[src/rtl/ntable_attr_writer_pkg.sv]
// Shared constants, FSM state encoding and address helper for the
// nametable attribute writer.
package ntable_attr_writer_pkg;

    // Frame geometry in 16x16 metatiles
    localparam int unsigned METATILE_COLS = 16;
    localparam int unsigned METATILE_ROWS = 15;

    // Attribute table geometry: one byte covers a 2x2 block of metatiles
    localparam int unsigned ATTR_COLS  = 8;
    localparam int unsigned ATTR_BYTES = 64;

    localparam int unsigned FRAME_XFERS = METATILE_COLS * METATILE_ROWS;

    // Line buffer index width
    localparam int unsigned LB_IDX_W = $clog2(ATTR_COLS);

    // FSM state type, kept as plain encoded constants
    typedef logic [1:0] state_t;

    localparam state_t ST_IDLE = 2'd0;
    localparam state_t ST_RUN  = 2'd1;
    localparam state_t ST_DONE = 2'd2;

    // Byte address of the attribute byte holding metatile (row, col)
    function automatic logic [5:0] attr_addr(input logic [3:0] row, input logic [3:0] col);
        return {row[3:1], col[3:1]};
    endfunction

endpackage

[src/rtl/attr_line_buf.sv]
// 8-entry x 4-bit line buffer holding the top-half quadrants of each
// attribute byte while the odd (bottom) metatile row streams in.
module attr_line_buf
    import ntable_attr_writer_pkg::*;
(
    input  logic                clk,
    input  logic                rst,
    input  logic                clr,
    input  logic                wr_en,
    input  logic [LB_IDX_W-1:0] wr_idx,
    input  logic                wr_hi,
    input  logic [1:0]          wr_val,
    input  logic [LB_IDX_W-1:0] rd_idx,
    output logic [3:0]          rd_val
);

    logic [3:0] mem_q [ATTR_COLS];

    // Entry storage: wr_hi selects top-right [3:2], otherwise top-left [1:0]
    always_ff @(posedge clk) begin
        if (rst || clr) begin
            mem_q <= '{default: 4'h0};
        end else if (wr_en) begin
            if (wr_hi) begin
                mem_q[wr_idx][3:2] <= wr_val;
            end else begin
                mem_q[wr_idx][1:0] <= wr_val;
            end
        end
    end

    assign rd_val = mem_q[rd_idx];

endmodule

[src/rtl/ntable_attr_writer.sv]
// Packs a raster-order stream of metatile palette indices into the
// 64-byte attribute table, issuing one registered write per 2x2 block.
module ntable_attr_writer
    import ntable_attr_writer_pkg::*;
#(
    parameter int unsigned ADDR_W = 7
) (
    input  logic              clk,
    input  logic              rst,
    input  logic              start,
    input  logic              in_valid,
    input  logic [1:0]        in_pal,
    output logic              in_ready,
    output logic              wr_en,
    output logic [ADDR_W-1:0] wr_addr,
    output logic [7:0]        wr_data,
    output logic              busy,
    output logic              done
);

    state_t            state_q, state_d;
    logic [3:0]        col_q, col_d;
    logic [3:0]        row_q, row_d;
    logic [1:0]        hold_q;
    logic              wr_en_q;
    logic [ADDR_W-1:0] wr_addr_q;
    logic [7:0]        wr_data_q;

    logic              xfer;
    logic              arm;
    logic              last_col;
    logic              last_row;
    logic              wr_fire;
    logic [7:0]        byte_d;
    logic [ADDR_W-1:0] addr_d;
    logic [3:0]        lb_rd;

    assign xfer     = in_valid && (state_q == ST_RUN);
    assign arm      = start && (state_q == ST_IDLE);
    assign last_col = (col_q == 4'(METATILE_COLS - 1));
    assign last_row = (row_q == 4'(METATILE_ROWS - 1));

    // A byte completes on the bottom-right metatile, or on the top-right one
    // for the final (unpaired) row.
    assign wr_fire = xfer && col_q[0] && (row_q[0] || last_row);
    assign addr_d  = ADDR_W'(attr_addr(row_q, col_q));

    // Assemble the outgoing byte from the line buffer, hold register and input
    always_comb begin
        byte_d = 8'h00;
        if (row_q[0]) begin
            byte_d = {in_pal, hold_q, lb_rd};
        end else begin
            byte_d = {4'h0, in_pal, lb_rd[1:0]};
        end
    end

    // Next-state logic for the frame FSM
    always_comb begin
        state_d = state_q;
        case (state_q)
            ST_IDLE: if (start) state_d = ST_RUN;
            ST_RUN:  if (xfer && last_col && last_row) state_d = ST_DONE;
            ST_DONE: state_d = ST_IDLE;
            default: state_d = ST_IDLE;
        endcase
    end

    // Column/row counters: cleared on arm, advanced only on a transfer
    always_comb begin
        col_d = col_q;
        row_d = row_q;
        if (arm) begin
            col_d = 4'd0;
            row_d = 4'd0;
        end else if (xfer) begin
            if (last_col) begin
                col_d = 4'd0;
                row_d = row_q + 4'd1;
            end else begin
                col_d = col_q + 4'd1;
            end
        end
    end

    // State and counter registers
    always_ff @(posedge clk) begin
        if (rst) begin
            state_q <= ST_IDLE;
            col_q   <= 4'd0;
            row_q   <= 4'd0;
        end else begin
            state_q <= state_d;
            col_q   <= col_d;
            row_q   <= row_d;
        end
    end

    // Bottom-left quadrant held until its right-hand neighbour arrives
    always_ff @(posedge clk) begin
        if (rst || arm) begin
            hold_q <= 2'b00;
        end else if (xfer && row_q[0] && !col_q[0]) begin
            hold_q <= in_pal;
        end
    end

    // Registered write port; address/data only move when a write issues
    always_ff @(posedge clk) begin
        if (rst) begin
            wr_en_q   <= 1'b0;
            wr_addr_q <= '0;
            wr_data_q <= 8'h00;
        end else begin
            wr_en_q <= wr_fire;
            if (wr_fire) begin
                wr_addr_q <= addr_d;
                wr_data_q <= byte_d;
            end
        end
    end

    attr_line_buf u_line_buf (
        .clk    (clk),
        .rst    (rst),
        .clr    (arm),
        .wr_en  (xfer && !row_q[0]),
        .wr_idx (col_q[3:1]),
        .wr_hi  (col_q[0]),
        .wr_val (in_pal),
        .rd_idx (col_q[3:1]),
        .rd_val (lb_rd)
    );

    assign in_ready = (state_q == ST_RUN);
    assign busy     = (state_q == ST_RUN);
    assign done     = (state_q == ST_DONE);
    assign wr_en    = wr_en_q;
    assign wr_addr  = wr_addr_q;
    assign wr_data  = wr_data_q;

endmodule

[config.mk]
export PLATFORM = sky130hd
export DESIGN_NAME = ntable_attr_writer
export DESIGN_NICKNAME = d
export VERILOG_FILES = /design/src/rtl/ntable_attr_writer_pkg.sv /design/src/rtl/attr_line_buf.sv /design/src/rtl/ntable_attr_writer.sv
export SDC_FILE = /design/constraint.sdc
export NUM_CORES = 1
export LEC_CHECK = 0
export ABC_AREA = 1
export BUFFER_PORTS_ARGS = -buffer_cell sky130_fd_sc_hd__clkbuf_2
export CORE_MARGIN = 2
export CORE_UTILIZATION = 35
export CTS_BUF_LIST = sky130_fd_sc_hd__clkbuf_8
export CTS_CLUSTER_SIZE = 40
export DETAILED_ROUTE_END_ITERATION = 16
export PLACE_DENSITY_LB_ADDON = 0.3
export SLEW_MARGIN = 15
export SYNTH_ARGS = -nofsm -noshare
export SYNTH_HDL_FRONTEND = slang
export SYNTH_SLANG_ARGS = --single-unit
export TNS_END_PERCENT = 100
[constraint.sdc]
create_clock -name clk -period 1.83 [get_ports clk]
set_input_delay 0.366 -clock clk [delete_from_list [all_inputs] [get_ports clk]]
set_output_delay 0.366 -clock clk [all_outputs]
set_load 0.005 [all_outputs]
Word-level counts from Yosys, hierarchy flattened
Cells that the tools add are included.
{"block": "totals", "regBits": 59, "input_bits": 6, "word_cells": 59}
{"block": "op_classes", "addsub": 2, "n_lt_le_gt_ge": 2, "eq_ne": 6, "mux": 15, "n_bitwise": 1, "n_reduce_logical": 18}
{"operator": "bitwise mux 32 bit", "count": 2}
{"operator": "2-to-1 mux 32 bit", "count": 1}
{"operator": "demux 4 bit (select 3 bit)", "count": 2}
{"operator": "2-to-1 mux 4 bit", "count": 4}
{"operator": "binary-select mux 4 bit (select 3 bit)", "count": 1}
{"operator": "logical AND 1 bit", "count": 10}
{"operator": "adder 4 x 1 -> 4 bit (second input constant)", "count": 2}
{"operator": "== test 4 bit (second input constant)", "count": 2}
{"operator": "2-to-1 mux 8 bit", "count": 1}
{"operator": "2-to-1 mux 2 bit", "count": 3}
{"operator": ">= comparator 4 bit (second input constant)", "count": 1}
{"operator": "less-than comparator 4 x 1 -> 1 bit (second input constant)", "count": 1}
{"operator": "NOT 3 -> 4 bit", "count": 1}
{"operator": "one-hot mux 2 bit (2 select lines)", "count": 1}
{"operator": "AND reduction 2 bit", "count": 2}
{"operator": "== test 2 x 1 -> 1 bit (second input constant)", "count": 1}
{"operator": "== test 2 bit (second input constant)", "count": 1}
{"operator": "logical NOT 1 bit", "count": 2}
{"operator": "logical NOT 2 bit", "count": 1}
{"operator": "logical OR 1 bit", "count": 2}
{"operator": "!= test 2 x 1 -> 1 bit (second input constant)", "count": 1}
{"operator": "!= test 2 bit (second input constant)", "count": 1}
{"operator": "OR reduction 2 bit", "count": 1}

Longest topological paths before layout
{"block": "logic_depth", "ltp_word": 7, "ltp_mapped": 11, "mapped_depth_nobuf": 10}

By module
Synthesis repeated with hierarchy kept, for this count alone.
{"block": "unflattened", "hier_cells": 487, "hier_area_um2": 3044.2}
{"module": "attr_line_buf", "n_inst": 1, "cells_per_inst": 314, "area_each_um2": 1791.7, "seq_area_each_um2": 640.6}
{"module": "ntable_attr_writer", "n_inst": 1, "cells_per_inst": 173, "area_each_um2": 1252.5, "seq_area_each_um2": 540.5}

Least setup slack after synthesis
Ideal clock, no wire load.
{"block": "synth_timing", "kind": "register to register", "from": "register row_q[0]", "to": "register wr_addr_q[4], in the netlist wr_addr[4]", "setup_ps": 134, "arrival_time_ps": 1401, "slack_ps": 295, "path_stages_with_launch": 11, "n_path_buf": 2, "cell_sequence": "dfxtp_1 > inv_1 > buf_2 > ha_1 > nand3_1 > nand2_1 > nand2_4 > clkinv_4 > buf_8 > nor2_1 > a211oi_2"}
{"block": "synth_via", "elab_chain_len": 3}
{"item": "from (decl)", "line_no": "ntable_attr_writer.sv:23", "source": "logic [3:0] row_q, row_d;"}
{"item": "from (signal assigned)", "line_no": "ntable_attr_writer.sv:95", "source": "row_q <= row_d;"}
{"item": "== test 4 bit", "line_no": "ntable_attr_writer.sv:41", "source": "assign last_row = (row_q == 4'(METATILE_ROWS - 1));"}
{"item": "logical OR 1 bit *", "line_no": "ntable_attr_writer.sv:45", "source": "assign wr_fire = xfer && col_q[0] && (row_q[0] || last_row);"}
{"item": "logical AND 1 bit *", "line_no": "ntable_attr_writer.sv:45"}
{"item": "to (signal assigned)", "line_no": "ntable_attr_writer.sv:117", "source": "wr_addr_q <= addr_d;"}
{"item": "to (decl)", "line_no": "ntable_attr_writer.sv:26", "source": "logic [ADDR_W-1:0] wr_addr_q;"}
Mark *: on every way between the ends. The rest lies on a longest branch, timed or not.
A chain may end at the register's enable or synchronous reset.

Final worst setup path
{"block": "layout_timing", "from": "register col_q[3]", "to": "register u_line_buf.mem_q[14] (netlist bit)"}
{"block": "layout_via", "elab_chain_len": 7, "elab_cells_between_ends": 10, "cone_classes": "order compare (2); mux (6); bitwise (1); reduce/logical (1)"}
{"item": "from (decl)", "line_no": "ntable_attr_writer.sv:22", "source": "logic [3:0] col_q, col_d;"}
{"item": "from (signal assigned)", "line_no": "ntable_attr_writer.sv:94", "source": "col_q <= col_d;"}
{"item": "NOT 3 -> 4 bit (not written as such) *", "line_no": "attr_line_buf.sv:25, attr_line_buf.sv:27"}
{"item": ">= comparator 4 bit (not written as such) or less-than comparator 4 x 1 -> 1 bit (tied branches)", "line_no": "attr_line_buf.sv:25", "source": "mem_q[wr_idx][3:2] <= wr_val;"}
{"item": "logical AND 1 bit (not written as such)", "line_no": "attr_line_buf.sv:25"}
{"item": "2-to-1 mux 4 bit (not written as such)", "line_no": "attr_line_buf.sv:25"}
{"item": "demux 4 bit (select 3 bit)", "line_no": "attr_line_buf.sv:25"}
{"item": "bitwise mux 32 bit", "line_no": "attr_line_buf.sv:25"}
{"item": "2-to-1 mux 32 bit *", "line_no": "attr_line_buf.sv:24", "source": "if (wr_hi) begin"}
{"item": "to (signal, indexed assignment)", "line_no": "attr_line_buf.sv:25"}
{"item": "to (signal, indexed assignment)", "line_no": "attr_line_buf.sv:27", "source": "mem_q[wr_idx][1:0] <= wr_val;"}
{"item": "to (decl)", "line_no": "attr_line_buf.sv:17", "source": "logic [3:0] mem_q [ATTR_COLS];"}
Marked as above.

==> flow_metrics.py <==
metrics = {
    "sta": {
        "slew_headroom_pct": 66.74,
        "worst_slack_ns": 0.3169,
        "max_freq_ghz": 0.6609,
        "rsz0062_at_grt": "false",
        "hold_viol": 0,
        "finalSetupTns_ns": 0,
        "timing.final.crit_share_pct": 82.68,
        "min_period_ns": 1.513,
        "tightest_slew_ns": 0.4984,
        "setup_viol": 0,
        "slew_viol_final": 0,
        "finClkSkew_ns": 0.009718,
    },
    "placement": {
        "port_buffers": 23,
        "gp_congestion": 0.8721,
        "hpwl_um": 4592,
        "dp_cells": 481,
        "pre_cts_ws_ns": 0.1714,
        "dpl_cell_area_um2": 2958,
    },
    "power": {
        "p_sw_w": 0.0006123,
        "combPwrFrac_pct": 5.3,
        "power_frac_seq_pct": 51.3,
        "ir_drop_mv": 0.2358,
        "p_sw_share_pct": 24.25,
        "leakagePower_nw": 1.221,
        "power_frac_clock_pct": 43.4,
        "p_per_area_nw_per_um2": 804.3,
        "intPower_w": 0.001913,
    },
    "critical_path": {
        "worst_ep_arrival_time_ns": 1.75,
        "crit_buf_inv": 2,
        "cp-start-kind": "register",
        "reg2reg_slack_ns": 0.32,
        "rr_worst_depth": 7,
        "critical_path_class": "register to register",
        "crit_path_cell_trace": "inv_2 -> nor2_1 -> nand2_1 -> inv_1 -> nand3_1 -> o21ai_0 -> nor2_1",
        "crit_fanout": 10,
        "crit_top_cell": "nor2_1",
        "endpoint_kind": "register",
        "slowest_stage": "dfxtp_2",
        "max_stage_delay_ns": 0.47,
        "rr_startpoint": "col_q[3]",
        "worstPathRequired_ns": 2.06,
        "crit_family": "simple AND/OR/NAND/NOR gates",
        "r2r-end": "u_line_buf.mem_q[14]",
    },
    "logic_synthesis": {
        "synth_common_cells": "nand2_1, dfxtp_1, a21oi_1",
        "synthCells": 369,
        "ys_seq_elements": 59,
        "syn_area_per_cell_um2": 7.514,
        "yosysUniqueCellTypes": 28,
        "synth_most_common_cell": "nand2_1",
        "synth_edf_count": 0,
        "synth_warnings": 0,
        "yosys-top-cells-area": "dfxtp_1, a21oi_1, nand2_1",
        "synth_top_area_share_pct": 42.60,
        "ys_seq_area_share_pct": 42.60,
        "yosysTopAreaCell": "dfxtp_1",
        "netlist_area_um2": 2773,
        "postSynthNetCount": 378,
        "synthArstFlopShare_pct": 0,
        "synth_ff_type": "dfxtp_1",
    },
    "cts": {
        "clk-insertion-delay-late_ns": 0.34,
        "cts.clk_slew.worst_paths_ns": 0.07,
        "hold_buffers": 0,
        "cts_tree": "built",
        "h-tree-depth": 3,
        "root_buffer": "clkbuf_8",
        "clock_path_buffers": 2,
        "cts_setup_buffers": 0,
        "cts_buffers": 9,
        "clock_sinks": 59,
    },
    "global_route": {
        "grt_max_degree": 38,
        "grt_pass1_wl_um": 11020,
        "gr-total-overflow": 0,
        "antenna_found_initial": 0,
        "grt_pass1_vias": 2254,
        "track_usage_pct": 16.49,
    },
    "routing": {
        "vias_per_cell": 4.929,
        "routed_wl_um": 6640,
        "dr_total_vias": 2445,
        "dr.pass1.iters": 4,
        "drtAntennaViolNets": 0,
        "drt_iter0_drc": 131,
        "wl_per_cell_um": 13.39,
        "drc_errors": 0,
    },
    "floorplanning": {
        "dieArea_um2": 8650,
        "io_pins": 25,
        "coreArea_um2": 7687,
        "fp.dieH_um": 93.01,
        "start_util_pct": 36.07,
        "fp-row-count": 32,
        "die_w_um": 93.01,
    },
    "outcome": {
        "status": "completed",
    },
    "cells_and_area": {
        "final_util_pct": 40.84,
        "area_growth_pct": 13.22,
        "final_cell_area_um2": 3139,
        "drive_gt1_share_pct": 18.27,
        "fin_cells": 496,
        "layout.nets": 399,
        "diodes": 0,
    },
    "flow_run": {
        "drv_cap": 0,
    },
    "worst_hold_path": {
        "min_from": "start",
        "whs_endpoint": "state_q[0]",
        "hold_path_class": "input pin to register",
        "hold_path_depth": 3,
    },
}
-- state kept, by name, summed over array words and instances, names as in the netlist --
name              cells
wr_data               8
row_q                 4
u_line_buf.mem_q     32
state_q               2
hold_q                2
col_q                 4
wr_addr               6
wr_en                 1
-- worst register-to-register path: stages, from the launching register on --
cell and delay (ns):
dfxtp_2 0.47, inv_2 0.11, nor2_1 0.21, nand2_1 0.15, inv_1 0.15, nand3_1 0.10, o21ai_0 0.16, nor2_1 0.05
-- power by group through the flow --
stage	Clock, W	Combinational, W	Sequential, W
floorplan	0	0.0000927	0.00132
global placement	0	0.000132	0.00132
detailed placement	0	0.000132	0.00132
CTS	0.00112	0.000133	0.00130
global route	0.00117	0.000149	0.00130
finish	0.00110	0.000133	0.00130
-- cell usage in the layout, fill, tap and decap left out, types with 3 or more instances in the layout --
| master | n |
|---|---|
| clkbuf_2 | 23 |
| inv_1 | 28 |
| inv_2 | 3 |
| nor2_1 | 36 |
| o21ai_1 | 3 |
| a21oi_1 | 52 |
| nor2_4 | 15 |
| nor3_1 | 4 |
| o21ai_0 | 46 |
| nand3_1 | 18 |
| nand2_4 | 3 |
| nand2_1 | 65 |
| clkbuf_8 | 12 |
| buf_4 | 6 |
| ha_1 | 3 |
| dfxtp_1 | 57 |
| nand4_1 | 5 |
-- cells by family after synthesis --
logic type | after synthesis | synth area share, %
DFF | 59 | 42.60
AOI/OAI and AO/OA | 107 | 20.17
other | 1 | 0.1352
adders and majority gates | 3 | 1.354
and+or+nand+nor | 148 | 26.94
buffers and inverters | 51 | 8.799
-- final cells by class --
class,count,area [um^2]
inverter,31,121.4
sequential,59,1184
clock inverter,3,13.76
tap,102,127.6
fill,839,4548
multi-input combinational,259,1348
clock buffer,12,165.2
timing repair buffer,30,180.2
-- layer usage --
metal,vias up,GRT usage [%],wire length (um)
li1,1264,-,-
met1,1118,21.45,3153
met2,51,25.72,3039
met3,12,4.593,296
met4,0,6.863,150
met5,-,0,0
-- how the worst max path moves through the flow --
stage | from | cells past startpoint | endpoint
2_1_floorplan | row_q[0] | 10 | wr_addr[4]
3_3_place_gp | col_q[3] | 7 | u_line_buf.mem_q[14]
3_5_place_dp | col_q[3] | 7 | u_line_buf.mem_q[15]
4_1_cts | col_q[3] | 7 | u_line_buf.mem_q[15]
5_1_grt | col_q[2] | 7 | u_line_buf.mem_q[21]
6_report | col_q[3] | 7 | u_line_buf.mem_q[14]
-- timing repair --
action                                  CTS  global route
hold endpoints to repair                  0             0
endpoints found under the setup margin    0             6
gates resized for setup                   0             2
-- through the flow --
stage               total power, W  hold WS, ns
floorplan                 0.001416       0.4238
global placement          0.001457       0.4360
detailed placement        0.001457       0.4414
CTS                       0.002550       0.3003
global route              0.002615       0.3321
finish                    0.002525       0.3118
Note: power is estimated with default switching activity, not from simulation.
